### config.mk
export PLATFORM = sky130hd
export DESIGN_NAME = button_debounce_array
export DESIGN_NICKNAME = d
export VERILOG_FILES = /design/src/rtl/button_debounce_array.sv
export SDC_FILE = /design/constraint.sdc
export NUM_CORES = 1
export LEC_CHECK = 0
export ABC_AREA = 1
export CAP_MARGIN = 20
export CORE_ASPECT_RATIO = 2
export CORE_MARGIN = 1
export CORE_UTILIZATION = 68
export DETAILED_ROUTE_END_ITERATION = 8
export PLACE_DENSITY = 0.95
export SYNTH_ARGS = -nofsm -noshare
export SYNTH_HDL_FRONTEND = slang
export SYNTH_SLANG_ARGS = --single-unit
export TNS_END_PERCENT = 5
### constraint.sdc
create_clock -name CLK -period 4.15 [get_ports CLK]
set_clock_uncertainty 0.2 [all_clocks]
set_input_delay 0.6225 -clock CLK [delete_from_list [all_inputs] [get_ports CLK]]
set_output_delay 0.6225 -clock CLK [all_outputs]
set_load 0.03 [all_outputs]
### src/rtl/button_debounce_array.sv
// Multi-channel push-button conditioner: synchronise, debounce, and report
// press, release and long-press events per channel.
module button_debounce_array #(
    parameter int N_CH       = 4,
    parameter int STABLE_CNT = 500000,
    parameter int CNT_W      = 20,
    parameter int LONG_CNT   = 50000000,
    parameter int LONG_W     = 26,
    parameter int IDLE_LEVEL = 1
) (
    input  logic            CLK,
    input  logic            RSTn,
    input  logic [N_CH-1:0] Button_In,
    output logic [N_CH-1:0] Button_Level,
    output logic [N_CH-1:0] Press_Pulse,
    output logic [N_CH-1:0] Release_Pulse,
    output logic [N_CH-1:0] Long_Pulse
);

    localparam logic              IDLE_BIT  = (IDLE_LEVEL != 0);
    localparam logic [N_CH-1:0]   IDLE_VEC  = {N_CH{IDLE_BIT}};
    localparam logic [CNT_W-1:0]  DCNT_LAST = CNT_W'(STABLE_CNT - 1);
    localparam logic [LONG_W-1:0] HCNT_LAST = LONG_W'(LONG_CNT - 1);

    logic [N_CH-1:0]   s1;
    logic [N_CH-1:0]   s2;
    logic [N_CH-1:0]   stable;
    logic [N_CH-1:0]   pressed;
    logic [N_CH-1:0]   long_done;
    logic [CNT_W-1:0]  dcnt [N_CH];
    logic [LONG_W-1:0] hcnt [N_CH];

    // Normalised pressed state of the accepted level, before output registering.
    assign pressed = stable ^ IDLE_VEC;

    always_ff @(posedge CLK or negedge RSTn) begin
        if (!RSTn) begin
            s1            <= IDLE_VEC;
            s2            <= IDLE_VEC;
            stable        <= IDLE_VEC;
            long_done     <= '0;
            Button_Level  <= '0;
            Press_Pulse   <= '0;
            Release_Pulse <= '0;
            Long_Pulse    <= '0;
            for (int i = 0; i < N_CH; i++) begin
                dcnt[i] <= '0;
                hcnt[i] <= '0;
            end
        end else begin
            s1 <= Button_In;
            s2 <= s1;
            for (int i = 0; i < N_CH; i++) begin
                if (s2[i] == stable[i]) begin
                    dcnt[i] <= '0;
                end else if (dcnt[i] == DCNT_LAST) begin
                    stable[i] <= s2[i];
                    dcnt[i]   <= '0;
                end else begin
                    dcnt[i] <= dcnt[i] + 1'b1;
                end

                Button_Level[i]  <= pressed[i];
                Press_Pulse[i]   <= pressed[i] & ~Button_Level[i];
                Release_Pulse[i] <= ~pressed[i] & Button_Level[i];
                Long_Pulse[i]    <= 1'b0;

                // A release accepted on the same edge the hold count completes
                // drops pressed first, so the long pulse is withheld.
                if (!Button_Level[i]) begin
                    hcnt[i]      <= '0;
                    long_done[i] <= 1'b0;
                end else if (!long_done[i]) begin
                    if (hcnt[i] == HCNT_LAST) begin
                        long_done[i]  <= 1'b1;
                        Long_Pulse[i] <= pressed[i];
                    end else begin
                        hcnt[i] <= hcnt[i] + 1'b1;
                    end
                end
            end
        end
    end

endmodule

==> flow_summary.yaml, run 1 <==
outcome:
  status: "completed"
route:
  postRouteAntennaNets: 0
  first_pass_iters: 6
  viasPerCell: 5.51
  vias: 12382
  wl_met1_um: 11300
  wl_per_cell_um: 14.3
  wl_met2_um: 17200
  top_layer: "met4"
  drcViolationCount: 0
  wl_met3_um: 1280
  drt_wl_total_um: 32100
  drtIter0Drc: 745
sta:
  maxSlewViolCount: 0
  setup_viol: 0
  worstMarginPinSlew_ns: 0.759
  finalHoldViolations: 0
  min_period_ns: 2.80
  setup_tns_ns: 0
  min_period_over_period: 0.675
  fmax_ghz: 0.357
  relSlewSlack: 0.494
  rsz0062_at_grt: "no"
synthesis:
  synth_area_um2: 13100
  synthMuxAreaShare: 0
  synth_nets: 1976
  synth_top_family_by_area: "simple AND/OR/NAND/NOR gates"
  synth_cell_types: 35
  synth_compound_gate_area_share: 0.0408
  netlist_instances: 1962
  synth_fa_ha_area_frac: 0.00765
  synthSimpleGateAreaFrac: 0.406
  synth_xor_area_frac: 0.0281
  avgSynthCellArea_um2: 6.67
  ys_seq_area_frac: 0.414
  ys_seq_elements: 216
  synth_warnings: 0
cells_and_area:
  final_cell_mix: "nand2_1 (606), nor2_1 (333), inv_1 (290)"
  antennaDiodeCount: 0
  final_core_util: 0.752
  syn_to_final_growth_pct: 8.22
  multiInputGateArea_um2: 6320
  drive_gt1_frac: 0.0457
  nets: 1993
  mostFrequentLayoutCell: "nand2_1"
  seq_area_um2: 5420
  n_fill_cell: 1436
power_and_ir_drop:
  p_leak_nw: 7.04
  p_per_area_nw_per_um2: 295
  power_mw: 4.18
  peakVddDrop_uv: 357
global_route:
  antenna_found_initial: 0
  grt_max_degree: 101
  overflow: 0
  grt.total_usage: 0.337
  grt_pass1_wl_um: 53700
  grt_pass1_vias: 12391
floorplanning:
  die_area_um2: 19800
  die-width_um: 100
  initial_core_util: 0.695
  fp.dieH_um: 198
  core_area_um2: 18800
  pin_count: 22
  fp-row-count: 71
placement:
  place_congestion: 0.980
  port_buffers: 21
  hpwl_um: 23200
worst_setup_path:
  cpPeakStageDelay_ns: 0.78
  critPathLaunch: "Button_Level[1]"
  cp.depth: 1
  path_cells: "clkdlybuf4s50_1"
  reg2reg_from: "Button_Level[1]"
  reg2reg_to: "hcnt[59]"
  cp_top_family: "buffers and inverters"
  cp-endpoint: "Button_Level[1]"
  cp_data_arrival_time_ns: 1.98
  worst-r2r-setup-slack_ns: 1.53
  ff2ff_path_depth: 9
  critPathBufInv: 1
  critPathKind: "register to output port"
  endpoint_kind: "output port"
  cp-start-kind: "register"
  critPathRequiredTime_ns: 3.33
  path_max_fanout: 18
  crit_slowest_cell: "clkdlybuf4s50_1"
worst_hold_path:
  worstHoldPathType: "register to register"
  min_path_cells: 0
clock_network:
  cts.sinks: 216
  postCtsResizedCells: 0
  clk_pin_slew_ns: 0.07
  cts-htree-levels: 1
  clkLatencyLatePin_ns: 0.51
  cts_tree: "done"
  cts_inserted_buffers: 21
  cts_root_buffer: "clkbuf_16"
  postCtsHoldBufs: 1
  postCtsSetupBuffers: 0
  cts_buffer_depth: 3
job:
  max-cap-violations: 0
routing by layer:
layer / vias up / global-route usage
met5: - / 0
met2: 431 / 0.631
met1: 5654 / 0.328
li1: 6098 / -
met3: 199 / 0.0378
met4: 0 / 0.261
cells by family (layout without fill, tap and decap cells):
kind of cell | after synthesis | in the layout
simple gates | 1262 | 1262
buf+inv | 334 | 365
flops | 216 | 216
compound gates | 100 | 100
xor+xnor | 42 | 42
fa+ha+maj | 8 | 8
how the worst min path moves through the flow:
stage	startpoint	to	slack, ns
after floorplan	RSTn	Button_Level[0]	0.13
after global placement	s1[3]	s2[3]	0.15
after detailed placement	s1[2]	s2[2]	0.15
after CTS	s1[0]	s2[0]	0.16
after global routing	s1[3]	s2[3]	0.16
final	s1[0]	s2[0]	0.15
synth_stat cells:
cell type / number / share of area
buf_1: 6 / 0.0017
nand4_1: 22 / 0.011
a211oi_1: 2 / 0.0011
ha_1: 8 / 0.0077
buf_6: 8 / 0.0069
a31oi_1: 4 / 0.0019
nor2_1: 333 / 0.096
and3_1: 4 / 0.0019
dfstp_2: 12 / 0.024
dfrtp_1: 204 / 0.39
inv_2: 6 / 0.0017
buf_4: 5 / 0.0029
o21ai_0: 51 / 0.020
xor2_1: 39 / 0.026
a21oi_1: 17 / 0.0065
nor2_4: 4 / 0.0034
clkbuf_1: 6 / 0.0017
nor3_1: 56 / 0.021
nor2_2: 6 / 0.0029
buf_2: 9 / 0.0034
or2_2: 9 / 0.0043
nor3b_1: 4 / 0.0023
inv_1: 290 / 0.083
nand2_2: 10 / 0.0048
o21ai_2: 3 / 0.0020
xnor2_1: 3 / 0.0020
and2_1: 1 / 0.00048
o21bai_1: 2 / 0.0011
clkinv_1: 4 / 0.0011
nand3_1: 180 / 0.069
a21oi_2: 2 / 0.0013
nand3b_1: 25 / 0.014
nand2_4: 2 / 0.0017
nand2_1: 606 / 0.17
o21ai_1: 19 / 0.0073
report_power, final:
part | leakage [nW] | switching, mW | total, mW | internal (mW)
Clock | 0.339 | 0.812 | 1.96 | 1.15
Combinational | 3.79 | 0.0673 | 0.0851 | 0.0178
Sequential | 2.91 | 0.00888 | 2.13 | 2.12
Total | 7.04 | 0.888 | 4.18 | 3.29
stage by stage:
| stage | instance area, um2 | setup slack, ns | hold WS [ns] | cells |
|---|---|---|---|---|
| 2_1_floorplan | 13100 | 2.37 | 0.127 | 1962 |
| 3_3_place_gp | 13500 | 1.69 | 0.146 | 2210 |
| 3_5_place_dp | 13500 | 1.62 | 0.147 | 2210 |
| 4_1_cts | 14200 | 1.33 | 0.157 | 2248 |
| 5_1_grt | 14200 | 1.25 | 0.159 | 2248 |
| 6_report | 14200 | 1.35 | 0.155 | 2248 |
flip-flops by register name, summed over array words and instances, names as in the netlist:
register	count
hcnt	104
s2	4
Press_Pulse	4
Button_Level	4
stable	4
s1	4
Long_Pulse	4
long_done	4
Release_Pulse	4
dcnt	80
area by class of cell:
cell class	instances	area share
sequential	216	0.383
tap	255	0.0225
clock buffer	33	0.0438
clock inverter	4	0.00495
multi-input combinational	1412	0.446
inverter	300	0.0795
timing repair buffer	28	0.0200
No activity file was read; power rests on OpenSTA's default activity.
==> run 2: changes to the inputs <==
--- a/config.mk
+++ b/config.mk
@@ -9,9 +9,9 @@
 export CAP_MARGIN = 20
 export CORE_ASPECT_RATIO = 2
 export CORE_MARGIN = 1
-export CORE_UTILIZATION = 68
+export CORE_UTILIZATION = 64
 export DETAILED_ROUTE_END_ITERATION = 8
-export PLACE_DENSITY = 0.95
+export PLACE_DENSITY = 0.9
 export SYNTH_ARGS = -nofsm -noshare
 export SYNTH_HDL_FRONTEND = slang
 export SYNTH_SLANG_ARGS = --single-unit
==> constraint.sdc (replaced) <==
create_clock -name CLK -period 2.75 [get_ports CLK]
set_clock_uncertainty 0.2 [all_clocks]
set_input_delay 0.4125 -clock CLK [delete_from_list [all_inputs] [get_ports CLK]]
set_output_delay 0.4125 -clock CLK [all_outputs]
set_load 0.03 [all_outputs]
==> run 2 against run 1 <==
Effect of this change: sequential cell count unchanged; cell count increased by 0.76%; count of clock-buffer cells in the layout decreased by 7; worst setup slack got worse by 1.1 ns; die area increased by 6.1%; first-iteration DRC count increased by 11%; critical endpoint is now Button_Level[3]; largest cell class unchanged; highest routed layer unchanged.
==> flow_summary.yaml, run 2 (synthesis gave the netlist of run 1 again) <==
outcome:
  status: "completed"
worst_setup_path:
  cpPeakStageDelay_ns: 0.80
  cp_top_family: "buffers and inverters"
  critPathKind: "register to output port"
  worst-r2r-setup-slack_ns: 0.45
  endpoint_kind: "output port"
  path_max_fanout: 11
  reg2reg_from: "hcnt[0]"
  path_cells: "clkdlybuf4s50_1"
  cp-start-kind: "register"
  cp_data_arrival_time_ns: 1.88
  critPathBufInv: 1
  reg2reg_to: "hcnt[21]"
  critPathRequiredTime_ns: 2.14
  ff2ff_path_depth: 11
  crit_slowest_cell: "clkdlybuf4s50_1"
route:
  first_pass_iters: 6
  postRouteAntennaNets: 0
  viasPerCell: 5.51
  drtIter0Drc: 827
  wl_per_cell_um: 14.3
  vias: 12490
  drcViolationCount: 0
  drt_wl_total_um: 32300
power_and_ir_drop:
  p_per_area_nw_per_um2: 438
  peakVddDrop_uv: 515
  p_leak_nw: 7.08
cells_and_area:
  n_fill_cell: 1667
  mostFrequentLayoutCell: "nand2_1"
  reg_top3: "hcnt (104), dcnt (80)"
  final_cell_mix: "nand2_1 (606), nor2_1 (333), inv_1 (290)"
  nets: 2003
  final_core_util: 0.715
  top_register: "hcnt"
  largest_reg_flops: 104
  drive_gt1_frac: 0.0529
  syn_to_final_growth_pct: 8.86
  stdcell_area_um2: 14200
  antennaDiodeCount: 0
clock_network:
  cts_root_buffer: "clkbuf_16"
  cts_tree: "done"
  cts_inserted_buffers: 21
  clkLatencyLatePin_ns: 0.51
  cts.sinks: 216
  cts_buffer_depth: 3
  clk_pin_slew_ns: 0.07
  postCtsSetupBuffers: 0
  cts-htree-levels: 1
sta:
  setup_tns_ns: 0
  maxSlewViolCount: 0
  holdWs_ns: 0.107
  worstMarginPinSlew_ns: 0.519
  rsz0062_at_grt: "no"
  finalWorstSetupSlack_ns: 0.262
  relSlewSlack: 0.654
  finalHoldViolations: 0
  min_period_ns: 2.49
  setup_viol: 0
  min_period_over_period: 0.905
  fmax_ghz: 0.402
placement:
  port_buffers: 21
  placed_cell_area_um2: 13600
  place_ws_ns: 0.505
  hpwl_um: 23900
  place_congestion: 0.988
floorplanning:
  core_area_um2: 19900
  die-width_um: 103
  fp.dieH_um: 204
  fp-row-count: 73
  pin_count: 22
  die_area_um2: 21100
  initial_core_util: 0.657
worst_hold_path:
  hp-start: "Button_In[0]"
  worstHoldPathType: "input pin to register"
  min_path_cells: 1
  holdPathEnd: "s1[0]"
global_route:
  overflow: 0
  grt_pass1_vias: 12661
  grt.total_usage: 0.336
  grt_max_degree: 65
  antenna_found_initial: 0
  grt_pass1_wl_um: 55900
job:
  max-cap-violations: 0
[run 2: cell types whose count changed in the layout (fill, tap and decap cells not counted)]
cell        before  now
buf_12           1    2
buf_4            5   14
bufinv_16        2    1
clkbuf_1         7    2
clkbuf_8         5    3
clkinv_2         2    3
clkinv_4         0    1
clkinvlp_4       0    2
inv_6            0    4
[run 2: area by class of cell]
type	instances	area [um2]	area share
Timing Repair Buffer	38	370	0.0260
Clock inverter	11	104	0.00729
Multi-Input combinational cell	1412	6320	0.444
Inverter	300	1130	0.0791
Clock buffer	26	574	0.0403
Tap cell	262	328	0.0230
Sequential cell	216	5420	0.381
[run 2: per-layer routing]
| layer | vias to the layer above | track usage | share of wire |
|---|---|---|---|
| li1 | 6118 | - | - |
| met1 | 5751 | 0.334 | 0.35 |
| met2 | 435 | 0.616 | 0.54 |
| met3 | 186 | 0.0503 | 0.043 |
| met4 | 0 | 0.238 | 0.073 |
| met5 | - | 0 | 0 |
[run 2: worst max path at each step]
stage                          from         endpoint  cells after the start
floorplan           Button_Level[3]          hcnt[8]                     11
global placement           hcnt[78]        hcnt[103]                     11
detailed placement          hcnt[0]         hcnt[21]                     11
CTS                 Button_Level[3]  Button_Level[3]                      1
global route        Button_Level[3]  Button_Level[3]                      1
finish              Button_Level[3]  Button_Level[3]                      1
[run 2: repair_timing]
item | in CTS | in global routing
endpoints found under the hold margin | 59 | 0
hold buffers | 1 | 0
resized for setup | 0 | 0
[run 2: where the power goes]
group          switching [mW]  internal [mW]  leakage [nW]
Clock                    1.29           1.60         0.331
Sequential             0.0137           3.20          2.91
Combinational           0.101         0.0312          3.84
Total                    1.40           4.83          7.08
[run 2: stage by stage]
step | power, mW | std cells
final | 6.24 | 2265
after detailed placement | 3.41 | 2227
after floorplan | 3.31 | 1962
after global placement | 3.40 | 2227
after CTS | 6.28 | 2265
after global routing | 6.42 | 2265
==> run 3: changes to the inputs <==
--- a/config.mk
+++ b/config.mk
@@ -6,6 +6,7 @@
 export NUM_CORES = 1
 export LEC_CHECK = 0
 export ABC_AREA = 1
+export ABC_CLOCK_PERIOD_IN_PS = 2750
 export CAP_MARGIN = 20
 export CORE_ASPECT_RATIO = 2
 export CORE_MARGIN = 1
==> results of run 3 <==
No change in the layout: final DEF, timing and power equal those of run 2.
